`config.mk`:
```
export PLATFORM = sky130hd
export DESIGN_NAME = rect_fill
export DESIGN_NICKNAME = d
export VERILOG_FILES = /design/src/rtl/rect_fill_pkg.sv /design/src/rtl/rect_clip.sv /design/src/rtl/rect_fill.sv
export SDC_FILE = /design/constraint.sdc
export NUM_CORES = 1
export LEC_CHECK = 0
export CORE_UTILIZATION = 45
export DETAILED_ROUTE_END_ITERATION = 8
export PLACE_DENSITY = 0.71
export RECOVER_POWER = 50
export SLEW_MARGIN = 20
export SYNTH_ARGS = -nofsm -noshare
export SYNTH_HDL_FRONTEND = slang
export SYNTH_SLANG_ARGS = --single-unit
```
`constraint.sdc`:
```
create_clock -name clock -period 1.86 [get_ports clock]
set_input_delay 0.372 -clock clock [delete_from_list [all_inputs] [get_ports clock]]
set_output_delay 0.372 -clock clock [all_outputs]
set_load 0.01 [all_outputs]
```
`src/rtl/rect_fill_pkg.sv`:
```
// Shared screen geometry, coordinate widths and FSM encoding for the rect_fill display path.
// Latency: none (declarations only).
// Backpressure: not applicable.
// Contents: SCREEN_W/SCREEN_H, X_W/Y_W/COLOUR_W, and state_t with S_IDLE/S_DRAW/S_DONE.
package rect_fill_pkg;

  localparam int SCREEN_W = 160;
  localparam int SCREEN_H = 120;
  localparam int X_W      = 8;
  localparam int Y_W      = 7;
  localparam int COLOUR_W = 3;

  typedef enum logic [1:0] {
    S_IDLE = 2'd0,
    S_DRAW = 2'd1,
    S_DONE = 2'd2
  } state_t;

endpackage

```
`src/rtl/rect_clip.sv`:
```
// Clips a rectangle (origin + size) to the screen, giving inclusive end coordinates.
// Latency: purely combinational.
// Backpressure: none; outputs follow inputs.
// Ports: x0/y0/w/h in; x_end/y_end (clipped inclusive corner), empty (nothing to draw) out.
module rect_clip
  import rect_fill_pkg::*;
(
  input  logic [X_W-1:0] x0,
  input  logic [Y_W-1:0] y0,
  input  logic [X_W-1:0] w,
  input  logic [Y_W-1:0] h,
  output logic [X_W-1:0] x_end,
  output logic [Y_W-1:0] y_end,
  output logic           empty
);

  // One extra bit so origin+size cannot wrap before the screen clamp.
  logic [X_W:0] x_far;
  logic [Y_W:0] y_far;

  always_comb begin
    x_far = {1'b0, x0} + {1'b0, w} - (X_W+1)'(1);
    y_far = {1'b0, y0} + {1'b0, h} - (Y_W+1)'(1);
    x_end = (x_far > (X_W+1)'(SCREEN_W - 1)) ? X_W'(SCREEN_W - 1) : x_far[X_W-1:0];
    y_end = (y_far > (Y_W+1)'(SCREEN_H - 1)) ? Y_W'(SCREEN_H - 1) : y_far[Y_W-1:0];
    // Ends are meaningless when empty (zero size underflows); callers must check this first.
    empty = (w == '0) || (h == '0) ||
            (x0 >= X_W'(SCREEN_W)) || (y0 >= Y_W'(SCREEN_H));
  end

endmodule

```
`src/rtl/rect_fill.sv`:
```
// Rectangle fill engine: accepts one clipped rectangle command and emits one pixel per clock in raster order.
// Latency: first plot one cycle after start is accepted; done one cycle after the last plot.
// Backpressure: none downstream; start is only accepted in IDLE and is dropped (not queued) while busy.
// Ports: clock/resetn; start,x0,y0,w,h,colour_in command in; busy,done status out; x,y,colour,plot to vga_adapter.
module rect_fill
  import rect_fill_pkg::*;
(
  input  logic                clock,
  input  logic                resetn,
  input  logic                start,
  input  logic [X_W-1:0]      x0,
  input  logic [Y_W-1:0]      y0,
  input  logic [X_W-1:0]      w,
  input  logic [Y_W-1:0]      h,
  input  logic [COLOUR_W-1:0] colour_in,
  output logic                busy,
  output logic                done,
  output logic [X_W-1:0]      x,
  output logic [Y_W-1:0]      y,
  output logic [COLOUR_W-1:0] colour,
  output logic                plot
);

  state_t state_q, state_d;

  logic [X_W-1:0]      x0_q, x0_d;
  logic [X_W-1:0]      x_end_q, x_end_d;
  logic [Y_W-1:0]      y_end_q, y_end_d;
  logic [X_W-1:0]      x_d;
  logic [Y_W-1:0]      y_d;
  logic [COLOUR_W-1:0] colour_d;
  logic                plot_d, busy_d, done_d;

  logic [X_W-1:0]      clip_x_end;
  logic [Y_W-1:0]      clip_y_end;
  logic                clip_empty;

  rect_clip u_clip (
    .x0    (x0),
    .y0    (y0),
    .w     (w),
    .h     (h),
    .x_end (clip_x_end),
    .y_end (clip_y_end),
    .empty (clip_empty)
  );

  // The x/y output registers double as the raster cursor, so the pixel on
  // the adapter bus is always the one being decided on this cycle.
  always_comb begin
    state_d  = state_q;
    x0_d     = x0_q;
    x_end_d  = x_end_q;
    y_end_d  = y_end_q;
    x_d      = x;
    y_d      = y;
    colour_d = colour;
    plot_d   = 1'b0;
    busy_d   = busy;
    done_d   = 1'b0;

    case (state_q)
      S_IDLE: begin
        busy_d = 1'b0;
        if (start) begin
          busy_d  = 1'b1;
          x0_d    = x0;
          x_end_d = clip_x_end;
          y_end_d = clip_y_end;
          if (clip_empty) begin
            done_d  = 1'b1;
            state_d = S_DONE;
          end else begin
            x_d      = x0;
            y_d      = y0;
            colour_d = colour_in;
            plot_d   = 1'b1;
            state_d  = S_DRAW;
          end
        end
      end
      S_DRAW: begin
        busy_d = 1'b1;
        if (x == x_end_q) begin
          if (y == y_end_q) begin
            // Last pixel is on the bus now; cursor holds its final value.
            done_d  = 1'b1;
            state_d = S_DONE;
          end else begin
            x_d    = x0_q;
            y_d    = y + Y_W'(1);
            plot_d = 1'b1;
          end
        end else begin
          x_d    = x + X_W'(1);
          plot_d = 1'b1;
        end
      end
      S_DONE: begin
        busy_d  = 1'b0;
        state_d = S_IDLE;
      end
      default: begin
        busy_d  = 1'b0;
        state_d = S_IDLE;
      end
    endcase
  end

  always_ff @(posedge clock or negedge resetn) begin
    if (!resetn) begin
      state_q <= S_IDLE;
      x0_q    <= '0;
      x_end_q <= '0;
      y_end_q <= '0;
      x       <= '0;
      y       <= '0;
      colour  <= '0;
      plot    <= 1'b0;
      busy    <= 1'b0;
      done    <= 1'b0;
    end else begin
      state_q <= state_d;
      x0_q    <= x0_d;
      x_end_q <= x_end_d;
      y_end_q <= y_end_d;
      x       <= x_d;
      y       <= y_d;
      colour  <= colour_d;
      plot    <= plot_d;
      busy    <= busy_d;
      done    <= done_d;
    end
  end

endmodule

```
==> impl.org, run 1 <==
** Outcome
- The flow ran to the end, but the final reports show violations.
- The checks that failed: setup timing.

** Floorplan
- Area enclosed by the die boundary :: 7780 um2
- Die H :: 88.2 um
- During I/O placement, the number of pins put on the boundary was 57.
- For this configuration, the core starts out at a cell density of 0.464.
- Chip width :: 88.2 um
- In this run the core area contains 31 standard-cell rows.
- The core region is 7210 um2.

** Synth
- Mean area per synthesized cell :: 8.85 um2
- Synthesis inferred 46 register bits.
- Of the total synthesized cell area, the portion taken by full adders, half adders and majority gates is 0.124.
- Count of flip-flops with a built-in enable after synthesis :: 0
- Synth Area in Compound Gates :: 0.171
- Top flip-flop cell by instance count after synthesis :: dfrtp_1
- Yosys printed 0 warnings.
- Synthesis instantiated 51 different standard cells from the library.
- Instance count of the mapped netlist :: 378
- Measured against the total synthesized area, the mux share comes to 0.0292.
- Async S/R FF share, synth :: 1.00
- Summing every instance area after synthesis gives 3350 um2.
- By area, the combinational part of the netlist is dominated by compound AO/OA/AOI/OAI gates.
- The share of the Yosys chip area taken by registers is 0.344.
- The number of nets handed over by synthesis was 446.
- Of the total synthesized cell area, the portion taken by AND, OR, NAND and NOR gates is 0.162.
- Xor-xnor portion of the synthesized cell area :: 0.0759

** Place
- Once placement finished, the instance area stood at 4650 um2.
- Routability-driven placement finished with a final weighted congestion of 0.848.
- The count of buffers added on input and output ports is 56.
- Post-detailed-placement half-perimeter wirelength :: 6.87 mm
- OpenSTA, run right after detailed placement, puts the worst setup slack at -1170 ps.

** Worst setup path
- The critical path contains buffers and inverters numbering 4 combined.
- STA classifies the critical path endpoint as a flop.
- The critical path is of the in2reg type.
- Crit path max-delay family :: adder cells
- Measured in cells, the most critical reg-to-reg path has a length of 6.
- By instance count, the cell type seen most on the critical path is ha_4.
- Maximum single-stage delay on the critical path :: 360 ps
- STA classifies the critical path startpoint as a primary input.
- Crit path cell chain :: buf_8, inv_8, ha_4, inv_4, ha_4, inv_2, fa_2, nor2b_4, o31ai_2, a21boi_2, or2_1, a21o_1, o22a_1
- For flop-to-flop paths, the worst setup slack is -190 ps.
- Terminus of the critical flop-to-flop path :: x[1]
- Slowest cell on the critical path :: fa_2
- Data arrives at the worst endpoint at 2340 ps.
- The worst register-to-register path begins at x_end_q[0].
- Data required, critical path :: 2060 ps
- Of all nets on the critical path, the largest fanout is 5.

** STA
- On the final layout, the worst clock skew is 9.26 ps.
- Shortest clock period the worst path allows after layout :: 2140 ps
- Highest clock rate :: 468 MHz
- Unrepaired setup endpoints after global routing :: true
- Of the available clock period, the critical path in the final layout requires 1.15.
- Total of endpoints with negative setup slack in the final report :: 30
- Slew of the pin with the lowest slew margin :: 1230 ps
- The number of endpoints with negative hold slack in the final report came to 0.
- Measured against its own limit, the worst slew margin works out to 0.179.
- Once routing completed, OpenROAD measured the worst setup slack at -275 ps.
- Max-slew violation count :: 0

** Power
- The share of total power dissipated in the clock network is 0.134.
- Of the total power, registers draw 0.260.
- Internal power comes to 4.28 mW.
- Across the VDD grid, the largest voltage drop is 0.507 mV.
- Portion of total power attributed to combinational logic :: 0.606
- The analysis attributes to net switching a power of 2.71 mW.
- Reported leakage power :: 2.44 nW
- Power density of the placed cells :: 1290 nW/um2
- Final Power :: 6.99 mW
- Of the total power, the share spent switching nets is 0.388.

** CTS
- H-Tree Depth :: 2
- The number of hold buffers added after CTS was 0.
- Maximum clock insertion buffer count :: 2
- CTS tree :: done
- Clock-pin slew on the worst setup and hold paths :: 90 ps
- Buffers inserted during clock tree synthesis total 5.
- The clock drives 46 sinks.
- The tree is rooted in a clkbuf_8.
- For the worst-skew pair, the clock arrives at the later sink with an insertion delay of 310 ps.

** Job
- Max capacitance violation total :: 0

** Route
- DRT Wirelength :: 10.7 mm
- The count of nets left with antenna violations once routing finished came out at 0.
- Summing over every cut layer, the via total after detailed routing is 3422.
- For this run, design rule violations remaining after detail routing come to 0.
- Using the TritonRoute via totals, the vias-per-cell ratio works out to 5.45.
- For this run, the detailed router's first-pass iteration total came to 5.
- Dividing the detail-routed wire length by the instance count gives 17.0 um.
- Iter 0 DRT Violations :: 209

** Global routing
- Entering global routing, the biggest net connects 25 pins.
- Global routing finished with a remaining overflow of 0.
- For this run, the total global-route usage over all layers was measured as 0.268.
- Via count of the first global-routing pass :: 3241
- The number of antenna violations at the first check in global routing is 0.
- The first global-routing pass estimated 15.9 mm of wire.

** Finish
- 0 antenna diodes ended up in the layout.
- In the layout the commonest cells are buf_4 (89), dfrtp_1 (46), nand2_1 (32).
- Fin util :: 0.752
- Area Overhead vs Synth :: 62.2%
- In the final design database the tool counted 596 nets.
- Of the cells placed in the final design, the portion with a size suffix greater than 1 is 0.471.
- Counting the fill cells in the layout gives 489.
- Most common cell after layout, fill and taps aside :: buf_4
- After routing the design area is 5430 um2.

** Worst hold path
- Worst min path class :: in2async
kinds of logic after synthesis:
group / after synthesis
xor gates and xnor gates: 29
adders and majority gates: 32
AOI/OAI and AO/OA: 79
buffers and inverters: 78
muxes: 8
DFF: 46
and+or+nand+nor: 106
cells in the mapped netlist, types with 3 or more instances:
cell      count  area [um2]
nand3_1      11        55.1
or2_1         4        25.0
ha_1         30         375
mux2_4        3        45.0
xnor2_1      21         184
nor2_1       21        78.8
xor2_1        8        70.1
a31oi_2       4        50.1
o22a_1       11        96.3
o211ai_1      7        52.6
a22o_1        4        35.0
nor2b_1       3        18.8
a31oi_1       3        18.8
o21ai_0      18        90.1
dfrtp_1      46        1150
clkbuf_1     10        37.5
o21ai_1       4        20.0
nand4_1       7        43.8
o21bai_1      3        22.5
or4_1         4        30.0
inv_1        65         244
nor2_2        4        25.0
a32o_1        4        40.0
mux2i_1       3        30.0
a21o_1        3        22.5
a21oi_1       9        45.0
nand2_1      34         128
worst max-delay path by stage:
stage	start	end	slack, ps	depth (start not counted)
floorplan	w[1]	x_end_q[1]	-370	12
global placement	w[1]	x_end_q[4]	-1090	13
detailed placement	w[1]	x_end_q[2]	-1170	13
CTS	x0[1]	x_end_q[2]	-250	13
global route	x_end_q[0]	x[5]	-310	8
finish	x0[1]	x_end_q[0]	-280	13
timing repair:
item,in CTS,in global routing
endpoints found under the setup margin,36,36
gates cloned,0,1
pin swaps,60,40
buffers inserted,25,11
gates resized for setup,169,46
stage by stage:
| stage | hold slack [ps] | TNS [ps] | instances |
|---|---|---|---|
| 2_1_floorplan | 76.4 | -4660 | 378 |
| 3_3_place_gp | 384 | -28510 | 588 |
| 3_5_place_dp | 389 | -29800 | 588 |
| 4_1_cts | 55.2 | -3850 | 620 |
| 5_1_grt | 333 | -7510 | 628 |
| 6_report | 291 | -4070 | 628 |
registers in the layout (all words and copies together), names as in the netlist:
register	count
busy	1
plot	1
state_q	2
x_end_q	8
x	8
colour	3
x0_q	8
y	7
y_end_q	7
done	1
area by class of cell:
class                   instances  area [um2]  area share
well taps                      99         124      0.0228
clock buffers                   6        82.6      0.0152
multi-input cells             254        2420       0.447
repair buffers                156        1300       0.239
flip-flops and latches         46        1150       0.212
clock inverters                 2        60.1      0.0111
inverters                      65         284      0.0524
power by group through the flow:
stage          combinational [mW]  sequential [mW]  clock (mW)
2_1_floorplan                1.92             1.93           0
3_3_place_gp                 3.47             1.78           0
3_5_place_dp                 3.55             1.80           0
4_1_cts                      3.85             1.78       0.938
5_1_grt                      4.55             1.85       0.973
6_report                     4.24             1.82       0.936
worst register-to-register path, stage by stage, from the launching register on:
cell	delay, ps
dfrtp_1	420
xnor2_1	220
nand4_1	250
buf_4	220
nor4_4	340
o21ai_4	170
mux2_4	320
per-layer routing:
layer,track usage,part of all wire,vias to the layer above
met2,0.451,0.51,123
met3,0.0392,0.044,29
met4,0.0836,0.023,0
met1,0.357,0.43,1674
li1,-,-,1596
met5,0,0,-
No activity file was read; power rests on OpenSTA's default activity.
==> run 2: changes to the inputs <==
--- a/constraint.sdc
+++ b/constraint.sdc
@@ -3,2 +3,2 @@
 set_output_delay 0.372 -clock clock [all_outputs]
-set_load 0.01 [all_outputs]
+set_load 0.005 [all_outputs]
==> run 2 against run 1 <==
Against the previous run: the flow still finishes with violations (setup timing); critical path depth is the same; worst hold slack gained 44 ps; clock power down 29%; design area rose by 1.5%; global-route usage is 1.8 points higher; sequential power about the same; critical endpoint is now x_end_q[4].
==> impl.org, run 2 (same netlist as run 1, synthesis figures left out) <==
** Route
- Iter 0 DRT Violations :: 220 (+5.3%)
- The number of iterations in the first detailed-routing pass came to 5 (unchanged).
- The number of nets with antenna violations after routing was 0 (unchanged).
- Number of vias per cell after detailed routing :: 5.48 (+0.59%)
- DRT Wirelength :: 11.4 mm (+6.5%)
- The total via count after detailed routing was 3486 (+1.9%).
- Average detailed-routed wire length per instance :: 17.9 um (+5.2%)
- The number of remaining DRC errors was 0 (unchanged).

** Finish
- Final antenna diode count :: 0 (unchanged)
- The count of fill cells added during filler insertion came to 462 (-5.5%).
- Nets@finish :: 604 (+1.3%)
- FF/Latch Area :: 1150 um2 (unchanged)
- Most common cell after layout, fill and taps aside :: buf_4
- Most frequent cells in the layout :: buf_4 (92), dfrtp_1 (46), inv_1 (31), nand2_1 (31), inv_2 (28)
- In the final layout, the registers with the most flip-flops are x0_q: 8 flops, x: 8 flops, x_end_q: 8 flops.
- The combined area of the multi-input logic cells came to 2480 um2 (+2.1%).
- Area Overhead vs Synth :: 64.7%
- The share of cells above drive strength 1 came to 0.473 (+0.00230).

** Worst setup path
- Count of buffering cells on the critical path with inverters included :: 4 (unchanged)
- The endpoint identified for the worst register-to-register timing path is x_end_q[6].
- On the critical path, the stage with the largest delay is an instance of fa_2.
- Critical path peak fanout :: 5 (unchanged)
- The signal on the critical path passes through buf_8, inv_6, ha_4, inv_2, ha_4, inv_2, fa_2, nor2b_4, o31ai_4, a21boi_2, or2_1, a21o_1, o22a_1.
- Flop-to-flop setup slack :: -260 ps (-70 ps)
- The worst setup path is launched from a primary input.
- The most critical setup path has its startpoint at x0[1].
- The worst setup path is captured at a flop.
- Depth of the most critical reg-to-reg path :: 10 (+4)
- The signal arrival time at the worst endpoint was 2410 ps (+70 ps).
- In this design, the largest share of critical-path delay is due to adder cells.
- Crit. path cell count :: 13 (unchanged)
- The startpoint identified for the worst register-to-register timing path is state_q[0].
- Crit path to :: x_end_q[4]
- Maximum single-stage delay on the critical path :: 380 ps (+20 ps)
- The data required time at the worst endpoint is 2060 ps (about the same).
- The worst setup path is of the in2reg kind.

** CTS
- Clock tree synthesis selected as its root buffer the cell clkbuf_8.
- TritonCTS built the clock tree.
- The number of CTS-inserted buffers is 5 (unchanged).
- The post-CTS clock slew at the launch and capture registers of the worst setup and hold paths was 90 ps (about the same).
- The insertion delay of the later-clocked pin in the worst-skew pair came to 310 ps (about the same).
- The maximum level of the CTS H-tree was 2 (unchanged).
- The clock sink total came to 46 (unchanged).
- Maximum clock insertion buffer count :: 2 (unchanged)

** Place
- Post-place setup slack :: -1100 ps (+67.5 ps)
- The final estimated routing congestion in global placement was 0.858 (+1.2%).
- Port Buffer Count :: 56 (unchanged)
- Post-detailed-placement half-perimeter wirelength :: 6.79 mm (-1.2%)

** STA
- Worst clock skew on the final layout :: 8.33 ps (-0.922 ps)
- The worst-margin pin slew came to 890 ps (-342 ps).
- The worst setup slack after layout was -351 ps (-76.1 ps).
- Share of the clock period used by the worst path :: 1.19 (+0.0409)
- Shortest clock period the worst path allows after layout :: 2210 ps (+76.1 ps)
- The number of endpoints with negative hold slack in the final report came to 0 (unchanged).
- Highest clock rate :: 452 MHz (-3.4%)
- Max-slew violation count :: 0 (unchanged)
- The total of endpoints with negative setup slack in the final report was 33 (+10%).
- Setup repair after global routing could not meet its margin everywhere.
- Slew HR :: 0.407 (+0.228)

** Global routing
- The maximum number of pins on one net before global-route repair is 31 (+24%).
- The global routing usage summed across all routing layers was 0.286 (+0.0182).
- Number of antenna violations at the first check in global routing :: 0 (unchanged)
- The final global-route overflow total came to 0 (unchanged).
- Via count of the first global-routing pass :: 3424 (+5.6%)
- The global-route wire length before repair is 16.9 mm (+6.1%).

** Power
- The total leakage power is 2.45 nW (+0.20%).
- Largest voltage drop on the vdd net :: 0.550 mV (+8.6%)
- Final Power :: 6.82 mW (-2.5%)
- The power density over the cells was 1240 nW/um2 (-3.9%).

** Floorplan
- Row count :: 31 (unchanged)
- The overall die area came to 7780 um2 (unchanged).
- The die span in y is 88.2 um (unchanged).
- The placeable core region was 7210 um2 (unchanged).
- The number of ports placed on the die boundary came to 57 (unchanged).
- The initial core utilization was 0.464 (unchanged).
- The width of the chip came to 88.2 um (unchanged).

** Outcome
- Violations in the final reports :: setup timing
- Run status :: complete, but fails checks

** Job
- Max capacitance violation total :: 0 (unchanged)

** Worst hold path
- Worst min path class :: in2reg
- Hold path start :: x0[1]
## run 2: cell count changes in the layout (fill, tap and decap cells not counted), sizes merged, moves of 2 or more
cell,before,now
buf,114,116
bufinv,2,0
clkbuf,15,20
clkdlybuf4s15,4,2
dlygate4sd2,5,7
## run 2: worst reg2reg max path, stage by stage, from the launching register on
cell and delay, ps:
dfrtp_1 350, clkbuf_1 330, nand2b_1 240, buf_4 160
nor2_2 60, buf_4 140, and2_1 160, mux2i_2 200
buf_4 160, nor2_4 50, a22o_1 180
## run 2: cell type report
cell class / count / share of cell area
multi-input cells: 254 / 0.449
repair buffers: 164 / 0.250
flip-flops and latches: 46 / 0.209
inverters: 65 / 0.0516
well taps: 99 / 0.0225
clock buffers: 6 / 0.0150
clock inverters: 2 / 0.00227
## run 2: worst min-delay path by stage
stage / end / cells after the start
5_1_grt: x[2] / 3
3_3_place_gp: plot / 1
6_report: x0_q[1] / 3
4_1_cts: x0_q[1] / 3
3_5_place_dp: plot / 1
2_1_floorplan: busy / 0
## run 2: stage by stage
| step | std cells | instance area, um2 | setup TNS (ps) | hold WS [ps] | utilization |
|---|---|---|---|---|---|
| floorplan | 378 | 3490 | -4650 | 76.4 | - |
| global route | 636 | 5510 | -7660 | 343 | 0.764 |
| CTS | 629 | 5320 | -5230 | 379 | 0.738 |
| global placement | 599 | 4730 | -27790 | 322 | 0.655 |
| finish | 636 | 5510 | -4820 | 334 | 0.764 |
| detailed placement | 599 | 4730 | -28940 | 323 | 0.655 |
## run 2: routing by layer
metal / global-route usage / vias to the layer above / routed length [um]
li1: - / 1605 / -
met1: 0.370 / 1671 / 4710
met2: 0.496 / 157 / 5630
met3: 0.0308 / 53 / 559
met4: 0.103 / 0 / 453
met5: 0 / - / 0
## run 2: timing repair
| action | in CTS | in global routing |
|---|---|---|
| endpoints found under the hold margin | 16 | 0 |
| pin swaps | 61 | 53 |
| setup buffers | 22 | 11 |
| gates cloned | 1 | 0 |
| resized for setup | 148 | 73 |
| hold buffers | 1 | 0 |
| setup endpoints to repair | 37 | 37 |
## run 2: power breakdown
| group | switching, mW | internal (mW) | leakage (nW) | total [mW] |
|---|---|---|---|---|
| Clock | 0.369 | 0.299 | 0.0472 | 0.669 |
| Sequential | 0.359 | 1.45 | 0.531 | 1.81 |
| Combinational | 1.98 | 2.36 | 1.87 | 4.34 |
==> run 3: changes to the inputs <==
Settings changed: PLACE_DENSITY 0.71 to 0.7, SYNTH_HIERARCHICAL from default to 1.
==> run 3 against run 2 <==
Against the previous run: critical path depth increased by 1; routed wire length decreased by 4.4%; largest power group unchanged; sequential power increased by 3%; non-clock buffer count decreased by 16; worst hold slack improved by 34 ps; sequential cell count unchanged; the run still ends with setup timing left; critical path type unchanged; total power about the same; die area increased by 8.9%; setup slack got worse by 270 ps; largest cell class unchanged; clock-buffer cell count unchanged; via count increased by 0.32%; sequential share of layout area decreased by 0.81 points.
==> impl.org, run 3 <==
** Finish
- Summed area of non-filler cells in the final layout :: 5730 um2 (+4.0%)
- The share of cells above drive strength 1 came to 0.470 (-0.00327).
- Most common cell after layout, fill and taps aside :: buf_4
- The largest registers in the layout are x0_q: 8 flops, x: 8 flops, x_end_q: 8 flops.
- Compared with the post-synthesis result, the final layout area differs by 57.0%.
- The number of diodes added for antenna fixing is 0 (unchanged).
- Nets@finish :: 612 (+1.3%)
- Most frequent cells in the layout :: buf_4 (83), dfrtp_1 (46), inv_1 (34)
- The number of standard cells in the layout, taps in and fillers out came to 647 (+1.7%).
- Fin util :: 0.738 (-0.0257)

** Synth
- Top flip-flop cell by instance count after synthesis :: dfrtp_1
- In the synthesized netlist, the cells that appear most often are inv_1 (66), dfrtp_1 (46), ha_1 (30).
- Mean area per synthesized cell :: 9.13 um2 (+3.1%)
- Synth top area share :: 0.315 (-0.0288)
- Sequential fraction of the synthesis area :: 0.315 (-0.0288)
- Yosys instantiated no cell more often than inv_1.
- The number of nets produced by synthesis was 468 (+4.9%).
- Yosys top cell by area :: dfrtp_1
- The gate count of the mapped netlist came to 400 (+5.8%).
- By area the synthesized netlist is led by dfrtp_1 (32%), ha_1 (10%), mux2_2 (7.1%).
- Synth cell types :: 59 (+16%)
- The number of synthesized register bits was 46 (unchanged).
- Async S/R FF share, synth :: 1.00 (unchanged)
- The number of enable-type register cells in the synthesized netlist came to 0 (unchanged).
- Syn Std Cell Area :: 3650 um2 (+9.1%)
- Yosys Warn Count :: 6 (+6)

** Worst setup path
- The maximum fanout along the worst path is 8 (+3).
- Flop-to-flop setup slack :: -40 ps (+220 ps)
- Crit path max-delay family :: compound AO/OA/AOI/OAI gates
- Kind of end point of the critical path :: flop
- The longest individual stage delay on the worst path is 360 ps (-20 ps).
- Critical R2R Launch :: x[5]
- Crit path cell chain :: buf_8, inv_4, ha_4, inv_2, ha_4, inv_2, fa_2, nand2b_4, a211oi_4, buf_6, or4_4, o311ai_4, o311ai_2, mux2_4
- Terminus of the critical flop-to-flop path :: y[2]
- Arrival time of data at the critical path endpoint :: 2730 ps (+320 ps)
- The largest individual stage delay along the critical path comes from the cell o311ai_2.
- Data required, critical path :: 2110 ps (+50 ps)
- Nature of the critical path startpoint :: primary input
- The worst setup path is of the in2reg kind.
- Depth of the most critical reg-to-reg path :: 6 (-4)
- The total buffers and inverters traversed by the critical path is 5 (+1).

** CTS
- Clock Tree Root :: clkbuf_8
- The buffer levels on the longest clock path is 2 (unchanged).
- Number of clock buffers inserted by TritonCTS :: 5 (unchanged)
- CTS tree :: done
- Clock tree sinks :: 46 (unchanged)
- Total of hold buffers inserted after clock tree synthesis :: 0 (-1)
- The post-CTS clock slew at the launch and capture registers of the worst setup and hold paths came to 90 ps (about the same).
- The maximum level of the CTS H-tree came to 2 (unchanged).
- Later-pin clock latency in the skew report :: 310 ps (about the same)

** Place
- Number of cells after detailed placement :: 634 (+5.8%)
- Port Buffer Count :: 56 (unchanged)
- Final weighted congestion in routability-driven placement :: 0.904 (+5.4%)
- The worst setup timing slack at the placement stage was -1470 ps (-370 ps).
- The total half-perimeter wirelength after legalization and detailed placement was 7.64 mm (+13%).
- The cell area after placement was 5110 um2 (+8.0%).

** Floorplan
- Core box area :: 7770 um2 (+7.7%)
- Chip width :: 92.1 um (+4.4%)
- Area enclosed by the die boundary :: 8480 um2 (+8.9%)
- Row count :: 32 (+3.2%)
- Total I/O pin count :: 57 (unchanged)
- Die H :: 92.1 um (+4.4%)
- The initial core utilization came to 0.470 (+0.00629).

** STA
- The final critical delay including setup and external delays came to 2480 ps (+266 ps).
- The number of endpoints with negative hold slack in the final report came to 0 (unchanged).
- The final number of max-transition violations is 0 (unchanged).
- Slew HR :: 0.226 (-0.180)
- Setup slack after layout :: -617 ps (-266 ps)
- Share of the clock period used by the worst path :: 1.33 (+0.143)
- Worst clock skew on the final layout :: 9.81 ps (+1.48 ps)
- The worst-margin pin slew came to 1160 ps (+271 ps).
- Post-Route Hold Slack :: 368 ps (+33.6 ps)
- Unrepaired setup endpoints after global routing :: true
- Final setup TNS :: -6940 ps (-2120 ps)
- The total of endpoints with negative setup slack in the final report was 16 (-52%).
- Highest clock rate :: 404 MHz (-11%)

** Route
- Routed vias :: 3497 (+0.32%)
- Final routed DRC violation total :: 0 (unchanged)
- First-pass detailed-route iteration total :: 4 (-1)
- Average detailed-routed wire length per instance :: 16.8 um (-6.0%)
- DRT Wirelength :: 10.9 mm (-4.4%)
- Iter 0 DRT Violations :: 143 (-35%)
- The number of nets with antenna violations after routing was 0 (unchanged).
- Number of vias per cell after detailed routing :: 5.40 (-1.4%)

** Power
- Largest voltage drop on the vdd net :: 0.767 mV (+39%)
- The power dissipated by switching net loads was 2.69 mW (-0.66%).
- The part of the power in the clock network was 0.097 (about the same).
- The internal power summed over all cells came to 4.12 mW (+0.41%).
- Final Power :: 6.82 mW (about the same)
- Switching Share :: 0.395 (-0.00256)
- Power density of the placed cells :: 1190 nW/um2 (-3.9%)
- The total leakage power came to 2.54 nW (+3.9%).
- Sequential fraction of design power :: 0.273 (+0.007)
- Portion of total power attributed to combinational logic :: 0.630 (-0.006)

** Global routing
- The global-route wire length before repair came to 17.1 mm (+1.1%).
- The final global-route overflow total came to 0 (unchanged).
- The maximum number of pins on one net before global-route repair was 47 (+52%).
- Number of antenna violations at the first check in global routing :: 0 (unchanged)
- The global routing usage summed across all routing layers is 0.256 (-0.0300).
- The via count of the first global-routing pass was 3669 (+7.2%).

** Outcome
- Run status :: complete, but fails checks
- The final reports fail on setup timing.

** Job
- Max capacitance violation total :: 0 (unchanged)

** Worst hold path
- In this run the worst hold path is classified as in2async.
## run 3: cell count changes after synthesis, sizes merged, moves of 6 or more
| cell | before | now |
|---|---|---|
| a211oi | 2 | 8 |
| a21oi | 9 | 21 |
| clkbuf | 10 | 4 |
| mux2 | 5 | 24 |
| nor2 | 25 | 16 |
| nor3 | 2 | 12 |
| o21ai | 23 | 9 |
| o311ai | 0 | 8 |
## run 3: logic make-up (layout without fill, tap and decap cells)
family,after synthesis,after routing,synth area share
and+or+nand+nor,110,110,0.161
AOI/OAI and AO/OA,81,81,0.175
buffers and inverters,77,222,0.0867
DFF,46,46,0.315
adders and majority gates,32,32,0.114
xor gates and xnor gates,29,29,0.0716
muxes,25,25,0.0768
## run 3: final cells by class
| cell class | count | area [um2] |
|---|---|---|
| Clock buffer | 6 | 82.6 |
| Clock inverter | 2 | 12.5 |
| Fill cell | 562 | 2040 |
| Inverter | 66 | 288 |
| Multi-Input combinational cell | 277 | 2820 |
| Sequential cell | 46 | 1150 |
| Tap cell | 102 | 128 |
| Timing Repair Buffer | 148 | 1250 |
## run 3: metal layers
| metal | vias to the layer above | wire length, um | GRT usage |
|---|---|---|---|
| met4 | 0 | 230 | 0.0742 |
| met5 | - | 0 | 0 |
| li1 | 1683 | - | - |
| met1 | 1696 | 4460 | 0.306 |
| met3 | 22 | 441 | 0.0307 |
| met2 | 96 | 5720 | 0.478 |
## run 3: worst max path at each step
| stage | start | endpoint | slack (ps) | cells after the start |
|---|---|---|---|---|
| 2_1_floorplan | w[1] | x_end_q[0] | -650 | 12 |
| 3_3_place_gp | w[1] | x_end_q[0] | -1320 | 14 |
| 3_5_place_dp | w[1] | x_end_q[0] | -1470 | 14 |
| 4_1_cts | w[1] | x_end_q[6] | -580 | 15 |
| 5_1_grt | w[0] | x_end_q[2] | -680 | 14 |
| 6_report | x0[1] | x_end_q[2] | -620 | 14 |
## run 3: what timing repair did
item                       in CTS  in global routing
resized for setup             115                 83
pin swaps                      40                 28
setup endpoints to repair      30                 33
buffers inserted                3                  3
## run 3: power by group through the flow
stage	clock (mW)	combinational, mW	sequential, mW
global route	0.722	4.64	1.90
detailed placement	0	3.73	1.83
CTS	0.673	3.94	1.83
finish	0.660	4.30	1.86
floorplan	0	2.08	1.86
global placement	0	3.61	1.83
